## src/rtl/team_06_sram_bridge_if.sv

```systemverilog
// Wishbone-classic master port of the team_06 SRAM bridge.
interface team_06_sram_bridge_if;
  logic [31:0] wb_adr_o;
  logic [31:0] wb_dat_o;
  logic [3:0]  wb_sel_o;
  logic        wb_we_o;
  logic        wb_stb_o;
  logic        wb_cyc_o;
  logic [31:0] wb_dat_i;
  logic        wb_ack_i;

  modport master (
    output wb_adr_o, wb_dat_o, wb_sel_o, wb_we_o, wb_stb_o, wb_cyc_o,
    input  wb_dat_i, wb_ack_i
  );

  modport slave (
    input  wb_adr_o, wb_dat_o, wb_sel_o, wb_we_o, wb_stb_o, wb_cyc_o,
    output wb_dat_i, wb_ack_i
  );
endinterface

```

## src/rtl/team_06_sram_bridge.sv

```systemverilog
// Converts single-cycle read/write strobes into one Wishbone-classic cycle at a time.
// Optional ACK timeout enabled by defining TEAM06_BRIDGE_TIMEOUT_EN.
module team_06_sram_bridge #(
  parameter logic [31:0] BASE_ADDR      = 32'h3300_0000,
  parameter int unsigned DEPTH_WORDS    = 1024,
  parameter int unsigned TIMEOUT_CYCLES = 64
) (
  input  logic        clk,
  input  logic        rst,
  input  logic        read,
  input  logic        write,
  input  logic [3:0]  select,
  input  logic [31:0] addressIn,
  input  logic [31:0] dataWrite,
  output logic [31:0] dataRead,
  output logic        busySRAM,
  output logic        done,
  output logic        err,
  team_06_sram_bridge_if.master wb
);

  localparam int unsigned AW = $clog2(DEPTH_WORDS);

  if (DEPTH_WORDS < 2 || (DEPTH_WORDS & (DEPTH_WORDS - 1)) != 0 || TIMEOUT_CYCLES == 0)
  begin : gen_bad_param
    $error("team_06_sram_bridge: DEPTH_WORDS must be a power of two >= 2, TIMEOUT_CYCLES > 0");
  end

  typedef enum logic [0:0] {StIdle, StBus} state_e;

  state_e      state_q;
  logic [31:0] adr_q;
  logic [31:0] dat_q;
  logic [3:0]  sel_q;
  logic        we_q;
  logic        cyc_q;
  logic        done_q;
  logic [31:0] data_read_q;
  logic [31:0] req_adr;

  // Word index wraps at DEPTH_WORDS; upper request bits are intentionally dropped.
  assign req_adr = BASE_ADDR + 32'({addressIn[AW-1:0], 2'b00});

  logic unused_addr;
  assign unused_addr = ^addressIn[31:AW];

`ifdef TEAM06_BRIDGE_TIMEOUT_EN
  localparam int unsigned CntW = $clog2(TIMEOUT_CYCLES + 1);
  logic [CntW-1:0] cnt_q;
  logic            err_q;
`endif

  always_ff @(posedge clk) begin
    if (rst) begin
      state_q     <= StIdle;
      adr_q       <= '0;
      dat_q       <= '0;
      sel_q       <= '0;
      we_q        <= 1'b0;
      cyc_q       <= 1'b0;
      done_q      <= 1'b0;
      data_read_q <= '0;
`ifdef TEAM06_BRIDGE_TIMEOUT_EN
      cnt_q       <= '0;
      err_q       <= 1'b0;
`endif
    end else begin
      done_q <= 1'b0;
      case (state_q)
        StIdle: begin
`ifdef TEAM06_BRIDGE_TIMEOUT_EN
          cnt_q <= '0;
`endif
          if (write && (select != 4'h0)) begin
            adr_q   <= req_adr;
            dat_q   <= dataWrite;
            sel_q   <= select;
            we_q    <= 1'b1;
            cyc_q   <= 1'b1;
            state_q <= StBus;
          end else if (read) begin
            adr_q   <= req_adr;
            sel_q   <= 4'hF;
            we_q    <= 1'b0;
            cyc_q   <= 1'b1;
            state_q <= StBus;
          end
        end
        StBus: begin
          if (wb.wb_ack_i) begin
            cyc_q   <= 1'b0;
            we_q    <= 1'b0;
            done_q  <= 1'b1;
            state_q <= StIdle;
            if (!we_q) data_read_q <= wb.wb_dat_i;
          end
`ifdef TEAM06_BRIDGE_TIMEOUT_EN
          else if (cnt_q == CntW'(TIMEOUT_CYCLES - 1)) begin
            cyc_q   <= 1'b0;
            we_q    <= 1'b0;
            done_q  <= 1'b1;
            err_q   <= 1'b1;
            state_q <= StIdle;
            if (!we_q) data_read_q <= '0;
          end else begin
            cnt_q <= cnt_q + 1'b1;
          end
`endif
        end
        default: state_q <= StIdle;
      endcase
    end
  end

  assign wb.wb_adr_o = adr_q;
  assign wb.wb_dat_o = dat_q;
  assign wb.wb_sel_o = sel_q;
  assign wb.wb_we_o  = we_q;
  assign wb.wb_stb_o = cyc_q;
  assign wb.wb_cyc_o = cyc_q;
  assign busySRAM    = cyc_q;
  assign done        = done_q;
  assign dataRead    = data_read_q;
`ifdef TEAM06_BRIDGE_TIMEOUT_EN
  assign err = err_q;
`else
  assign err = 1'b0;
`endif

endmodule

```

## src/flat_wrapper.sv

```systemverilog
// flat-port wrapper written by rule: the top's interface ports become plain ports
module team_06_sram_bridge_flat 
#(
  parameter logic [31:0] BASE_ADDR      = 32'h3300_0000,
  parameter int unsigned DEPTH_WORDS    = 1024,
  parameter int unsigned TIMEOUT_CYCLES = 64
)
  (clk, rst, read, write, select, addressIn, dataWrite, dataRead, busySRAM, done, err, wb_wb_adr_o, wb_wb_dat_o, wb_wb_sel_o, wb_wb_we_o, wb_wb_stb_o, wb_wb_cyc_o, wb_wb_dat_i, wb_wb_ack_i);
  team_06_sram_bridge_if wb_i ();
  input  logic clk;
  input  logic rst;
  input  logic read;
  input  logic write;
  input  logic [3:0] select;
  input  logic [31:0] addressIn;
  input  logic [31:0] dataWrite;
  output logic [31:0] dataRead;
  output logic busySRAM;
  output logic done;
  output logic err;
  output wire logic [$bits(wb_i.wb_adr_o)-1:0] wb_wb_adr_o;
  output wire logic [$bits(wb_i.wb_dat_o)-1:0] wb_wb_dat_o;
  output wire logic [$bits(wb_i.wb_sel_o)-1:0] wb_wb_sel_o;
  output wire logic [$bits(wb_i.wb_we_o)-1:0] wb_wb_we_o;
  output wire logic [$bits(wb_i.wb_stb_o)-1:0] wb_wb_stb_o;
  output wire logic [$bits(wb_i.wb_cyc_o)-1:0] wb_wb_cyc_o;
  input wire logic [$bits(wb_i.wb_dat_i)-1:0] wb_wb_dat_i;
  input wire logic [$bits(wb_i.wb_ack_i)-1:0] wb_wb_ack_i;
  assign wb_wb_adr_o = wb_i.wb_adr_o;
  assign wb_wb_dat_o = wb_i.wb_dat_o;
  assign wb_wb_sel_o = wb_i.wb_sel_o;
  assign wb_wb_we_o = wb_i.wb_we_o;
  assign wb_wb_stb_o = wb_i.wb_stb_o;
  assign wb_wb_cyc_o = wb_i.wb_cyc_o;
  assign wb_i.wb_dat_i = wb_wb_dat_i;
  assign wb_i.wb_ack_i = wb_wb_ack_i;
  team_06_sram_bridge #(.BASE_ADDR(BASE_ADDR), .DEPTH_WORDS(DEPTH_WORDS), .TIMEOUT_CYCLES(TIMEOUT_CYCLES)) u_core (.clk(clk), .rst(rst), .read(read), .write(write), .select(select), .addressIn(addressIn), .dataWrite(dataWrite), .dataRead(dataRead), .busySRAM(busySRAM), .done(done), .err(err), .wb(wb_i));
endmodule
```

## config.mk

```make
export PLATFORM = sky130hd
export DESIGN_NAME = team_06_sram_bridge_flat
export DESIGN_NICKNAME = d
export VERILOG_FILES = /design/src/rtl/team_06_sram_bridge_if.sv /design/src/rtl/team_06_sram_bridge.sv /design/src/flat_wrapper.sv
export SDC_FILE = /design/constraint.sdc
export NUM_CORES = 1
export LEC_CHECK = 0
export ABC_CLOCK_PERIOD_IN_PS = 1790
export BUFFER_PORTS_ARGS = -buffer_cell sky130_fd_sc_hd__buf_2
export CORE_UTILIZATION = 43
export CTS_CLUSTER_SIZE = 40
export DETAILED_ROUTE_END_ITERATION = 6
export PLACE_DENSITY = 0.8
export SLEW_MARGIN = 10
export SYNTH_ARGS = -nofsm -noshare
export SYNTH_HDL_FRONTEND = slang
export SYNTH_SLANG_ARGS = --single-unit
```

## constraint.sdc

```tcl
create_clock -name clk -period 1.79 [get_ports clk]
set_clock_uncertainty 0.1 [all_clocks]
set_input_delay 0.358 -clock clk [delete_from_list [all_inputs] [get_ports clk]]
set_output_delay 0.358 -clock clk [all_outputs]
set_load 0.01 [all_outputs]
```

Word-level counts from Yosys, hierarchy flattened
Index checks and enable logic that the tools add are counted.
{"block": "word_totals", "inputBits": 105, "out_inout_bits": 106, "regBits": 104}
{"block": "classes", "n_addsub": 1, "n_mux": 16, "eq_ne": 2, "bitwise_logic": 2, "reduce_logical": 8}
{"op": "32-bit two-way mux", "n": 2}
{"op": "30-bit by 12-bit adder with 31-bit output (first input constant)", "n": 1}
{"op": "1-bit two-way mux", "n": 9}
{"op": "4-bit two-way mux", "n": 2}
{"op": "1-bit case mux with 2 select lines", "n": 3}
{"op": "2-bit AND reduction", "n": 3}
{"op": "4-bit nonzero test", "n": 1}
{"op": "3-bit by 2-bit != test with 1-bit output (second input constant)", "n": 1}
{"op": "3-bit AND reduction", "n": 1}
{"op": "2-bit != test (second input constant)", "n": 1}
{"op": "1-bit inverter", "n": 2}
{"op": "2-bit nonzero test", "n": 1}
{"op": "2-bit OR reduction", "n": 1}
{"op": "1-bit logical AND", "n": 1}

Logic depth before layout (Yosys ltp)
{"block": "depth", "depth_word": 4, "mapped_depth": 5, "ltp_nobuf": 3}

Least setup slack after synthesis
Ideal clock, no wire load.
{"block": "synth_path", "kind": "input to register", "from": "input port select[2]", "to": "register u_core.adr_q[10], in the netlist u_core.wb.wb_adr_o[10]", "path_stages": 5, "setup_ns": 0.133, "slack_ns": 0.246, "t_required_ns": 1.557, "arrival_ns": 1.311, "n_path_buf": 2, "cell_sequence": "or4_1 buf_6 buf_6 nand4_1 o311ai_1"}
{"block": "synth_between", "elab_chain_cells": 4, "word_cells_on_any_way": 5, "classes_between": "1 x mux; 4 x reduce/logical"}
{"element": "from (decl)", "line": "flat_wrapper.sv:14", "text": "input logic [3:0] select;"}
{"element": "4-bit nonzero test (*)", "line": "team_06_sram_bridge.sv:74", "text": "if (write && (select != 4'h0)) begin"}
{"element": "1-bit logical AND (*)", "line": "team_06_sram_bridge.sv:74"}
{"element": "2-bit nonzero test (no line)"}
{"element": "2-bit AND reduction (no line)"}
{"element": "to (signal assigned)", "line": "team_06_sram_bridge.sv:75", "text": "adr_q <= req_adr;"}
{"element": "to (signal assigned)", "line": "team_06_sram_bridge.sv:82", "text": "adr_q <= req_adr;"}
{"element": "to (decl)", "line": "team_06_sram_bridge.sv:32", "text": "logic [31:0] adr_q;"}
Mark *: on every way between the ends. The rest lies on a longest branch, timed or not.
A chain may end at the register's enable or synchronous reset.

Worst setup path in the final report
{"block": "layout_path", "from": "register u_core.state_q", "to": "register u_core.sel_q[2], in the netlist u_core.wb.wb_sel_o[2]"}
{"block": "layout_between", "elab_chain_cells": 2}
{"element": "from (decl)", "line": "team_06_sram_bridge.sv:31", "text": "state_e state_q;"}
{"element": "from (signal assigned)", "line": "team_06_sram_bridge.sv:55", "text": "state_q <= StIdle;"}
{"element": "from (signal assigned)", "line": "team_06_sram_bridge.sv:80", "text": "state_q <= StBus;"}
{"element": "from (signal assigned)", "line": "team_06_sram_bridge.sv:86", "text": "state_q <= StBus;"}
{"element": "1-bit inverter (no line)"}
{"element": "2-bit AND reduction (no line)"}
{"element": "to (signal assigned)", "line": "team_06_sram_bridge.sv:77", "text": "sel_q <= select;"}
{"element": "to (decl)", "line": "team_06_sram_bridge.sv:34", "text": "logic [3:0] sel_q;"}
No other way between the ends.

==> impl_metrics.toml <==
[run_status]
outcome = "finished clean"

[floorplan]
ios = 211
dieArea_mm2 = 0.00831
die_x_um = 91.1
start_util = 0.444
rows = 32
core_mm2 = 0.00769
die_h_um = 91.1

[worst_hold_path]
worstHoldPathCells = 3
min_to = "u_core.dataRead[4]$_SDFFE_PP0P_"
min_from = "wb_wb_dat_i[4]"
hold_class = "in -> reg"

[finish]
drive_above_1_share = 0.353
instances_no_fill = 665
final_common_cell = "buf_2"
antennaDiodeCount = 0
area_growth_pct = 29.4
final_util = 0.575
nets = 663
layout_common_cells = "buf_2 (169), dfxtp_1 (83), a21oi_1 (68)"

[critical_path]
crit_chain = "nor2b_4, nand2_1, a211oi_1"
crit_type = "reg -> reg"
cp-start-kind = "flop"
rr_worst_depth = 3
crit_required_ps = 1960
startpoint = "u_core.state_q$_SDFF_PP0_"
slowest_delay_ps = 400
worstReg2RegEnd = "u_core.wb.wb_sel_o[2]$_SDFFE_PP0P_"
cp_slowest_cell = "dfxtp_1"
crit_path_end_kind = "flop"
worst-path-max-fanout = 12
reg2reg_from = "u_core.state_q$_SDFF_PP0_"
reg2reg_slack_ps = 320
cp.arrival_ps = 1640

[clocking]
cts_tree = "yes"
cts.clk_slew.worst_paths_ps = 90
cts_resized = 0
clock_path_buffers = 2
htreeDepth = 3
cts_buffers = 9
cts_hold_buf = 0
clk_latency_ps = 350
cts_setup_buffers = 0
cts-root-buf = "clkbuf_8"
clkSinkCount = 83

[power]
ir_drop_mv = 0.436
powerDensity_mw_per_mm2 = 920
seqPwrFrac = 0.497
combPwrFrac = 0.160
switching_share = 0.280
switchingPower_mw = 1.14
power.internal_mw = 2.93
power_frac_clock = 0.343
power.leakage_nw = 2.04

[routing]
dr_total_vias = 3445
dr.pass1.iters = 4
drc_errors = 0
ant_nets = 0
avgViaCountPerCell = 5.18
wl_per_cell_um = 13.2
drtIter0Drc = 118
wl_um = 8780

[synth]
synth_top_flop_cell = "dfxtp_1"
synth.distinct_cells = 27
ys_warn_count = 0
yosys-top-cells-area = "dfxtp_1 (49%), a21oi_1 (10%), nand2_1 (7.3%)"
ys_seq_area_frac = 0.486
syn_inst = 411
synthArstFlopShare = 0
synth_edf_count = 0
synth_top_area_share = 0.486
synth_seq_cells = 83
syn_area_mm2 = 0.00342
synth.largest_area_cell = "dfxtp_1"
syn_area_per_cell_um2 = 8.31

[global_routing]
antenna_found_initial = 0
grt_start_max_net_pins = 84
grt_pass1_wl_um = 13800
gr-total-overflow = 0
grtUsageTotal = 0.205
grt_pass1_vias = 3086

[flow_run]
maxCapViolCount = 0

[timing]
fmax_ghz = 0.679
tightest_slew_ps = 579
min_period_over_period = 0.823
setup_viol = 0
maxSlewHeadroom = 0.613
rsz0062_at_grt = "no"
hold_slack_ps = 131
fin_setup_tns_ps = 0
layout_min_cycle_time_ps = 1470
hold_viol = 0
drv_slew = 0

[placed_design]
finalWeightedCongestion = 0.734
place_hpwl_um = 6020
dp.cells = 649
numPortBuffers = 169
[worst max path at each step]
stage,slack [ps],endpoint,cells after the start
6_report,320,u_core.wb.wb_sel_o[2]$_SDFFE_PP0P_,3
4_1_cts,290,u_core.wb.wb_sel_o[1]$_SDFFE_PP0P_,3
3_3_place_gp,60,u_core.wb.wb_adr_o[3]$_SDFFE_PP0P_,5
2_1_floorplan,250,u_core.wb.wb_adr_o[10]$_SDFFE_PP0P_,5
5_1_grt,150,u_core.wb.wb_sel_o[2]$_SDFFE_PP0P_,3
3_5_place_dp,10,u_core.wb.wb_adr_o[2]$_SDFFE_PP0P_,5
[Yosys cell counts, types with 2 or more instances]
master,instances
nand2_1,66
nor2_1,6
buf_2,11
o311ai_0,2
buf_4,27
buf_1,2
nand4_1,10
clkbuf_2,6
a211oi_1,4
o311ai_1,8
nand2b_1,3
nor3_1,4
o21ai_0,32
o2111ai_1,10
a21oi_1,68
inv_1,11
nor2b_1,2
clkbuf_1,11
nand3_1,33
dfxtp_1,83
buf_6,6
[cells by family (layout without fill, tap and decap cells)]
group	count (synthesis)	after routing	synth area share
AO/OA/AOI/OAI	125	125	0.208
buffers and inverters	74	208	0.130
flip-flops	83	83	0.486
other	1	19	0.00110
AND/OR/NAND/NOR	128	128	0.174
[worst max-delay path: cells and delay by family, from the launching register on]
kind | cells | cell delay [ps]
simple gates | 2 | 620
flops | 1 | 400
compound gates | 1 | 270
[state kept, by name, indices dropped and copies added, names as in the netlist]
name and flops:
u_core.dataRead 32, u_core.busySRAM 1, u_core.state_q 1, u_core.wb.wb_we_o 1
u_core.done 1, u_core.wb.wb_sel_o 4, u_core.wb.wb_dat_o 32, u_core.wb.wb_adr_o 11
[per-layer routing]
layer	track usage	vias to the layer above	routed length, um
li1	-	1679	-
met1	0.230	1612	3730
met2	0.362	130	4330
met3	0.0377	24	452
met4	0.118	0	274
met5	0	-	0
[final cells by class]
| cell class | count | area, um^2 |
|---|---|---|
| fillers | 721 | 3260 |
| flip-flops and latches | 83 | 1660 |
| multi-input cells | 272 | 1390 |
| repair buffers | 181 | 998 |
| clock buffers | 10 | 138 |
| well taps | 102 | 128 |
| clock inverters | 6 | 71.3 |
| inverters | 11 | 41.3 |
[metrics by stage]
step	power [mW]	instance area, um^2	setup slack [ps]
global route	4.27	4420	151
CTS	4.12	4420	285
floorplan	2.46	3480	246
global placement	2.70	4210	56.3
detailed placement	2.72	4210	10.6
finish	4.07	4420	318
[power groups by stage]
stage          clock network [mW]  logic (mW)  registers, mW
2_1_floorplan                   0       0.346           2.12
3_3_place_gp                    0       0.637           2.06
3_5_place_dp                    0       0.653           2.07
4_1_cts                      1.45       0.655           2.02
5_1_grt                      1.52       0.718           2.04
6_report                     1.39       0.652           2.02
Note: power is estimated with default switching activity, not from simulation.
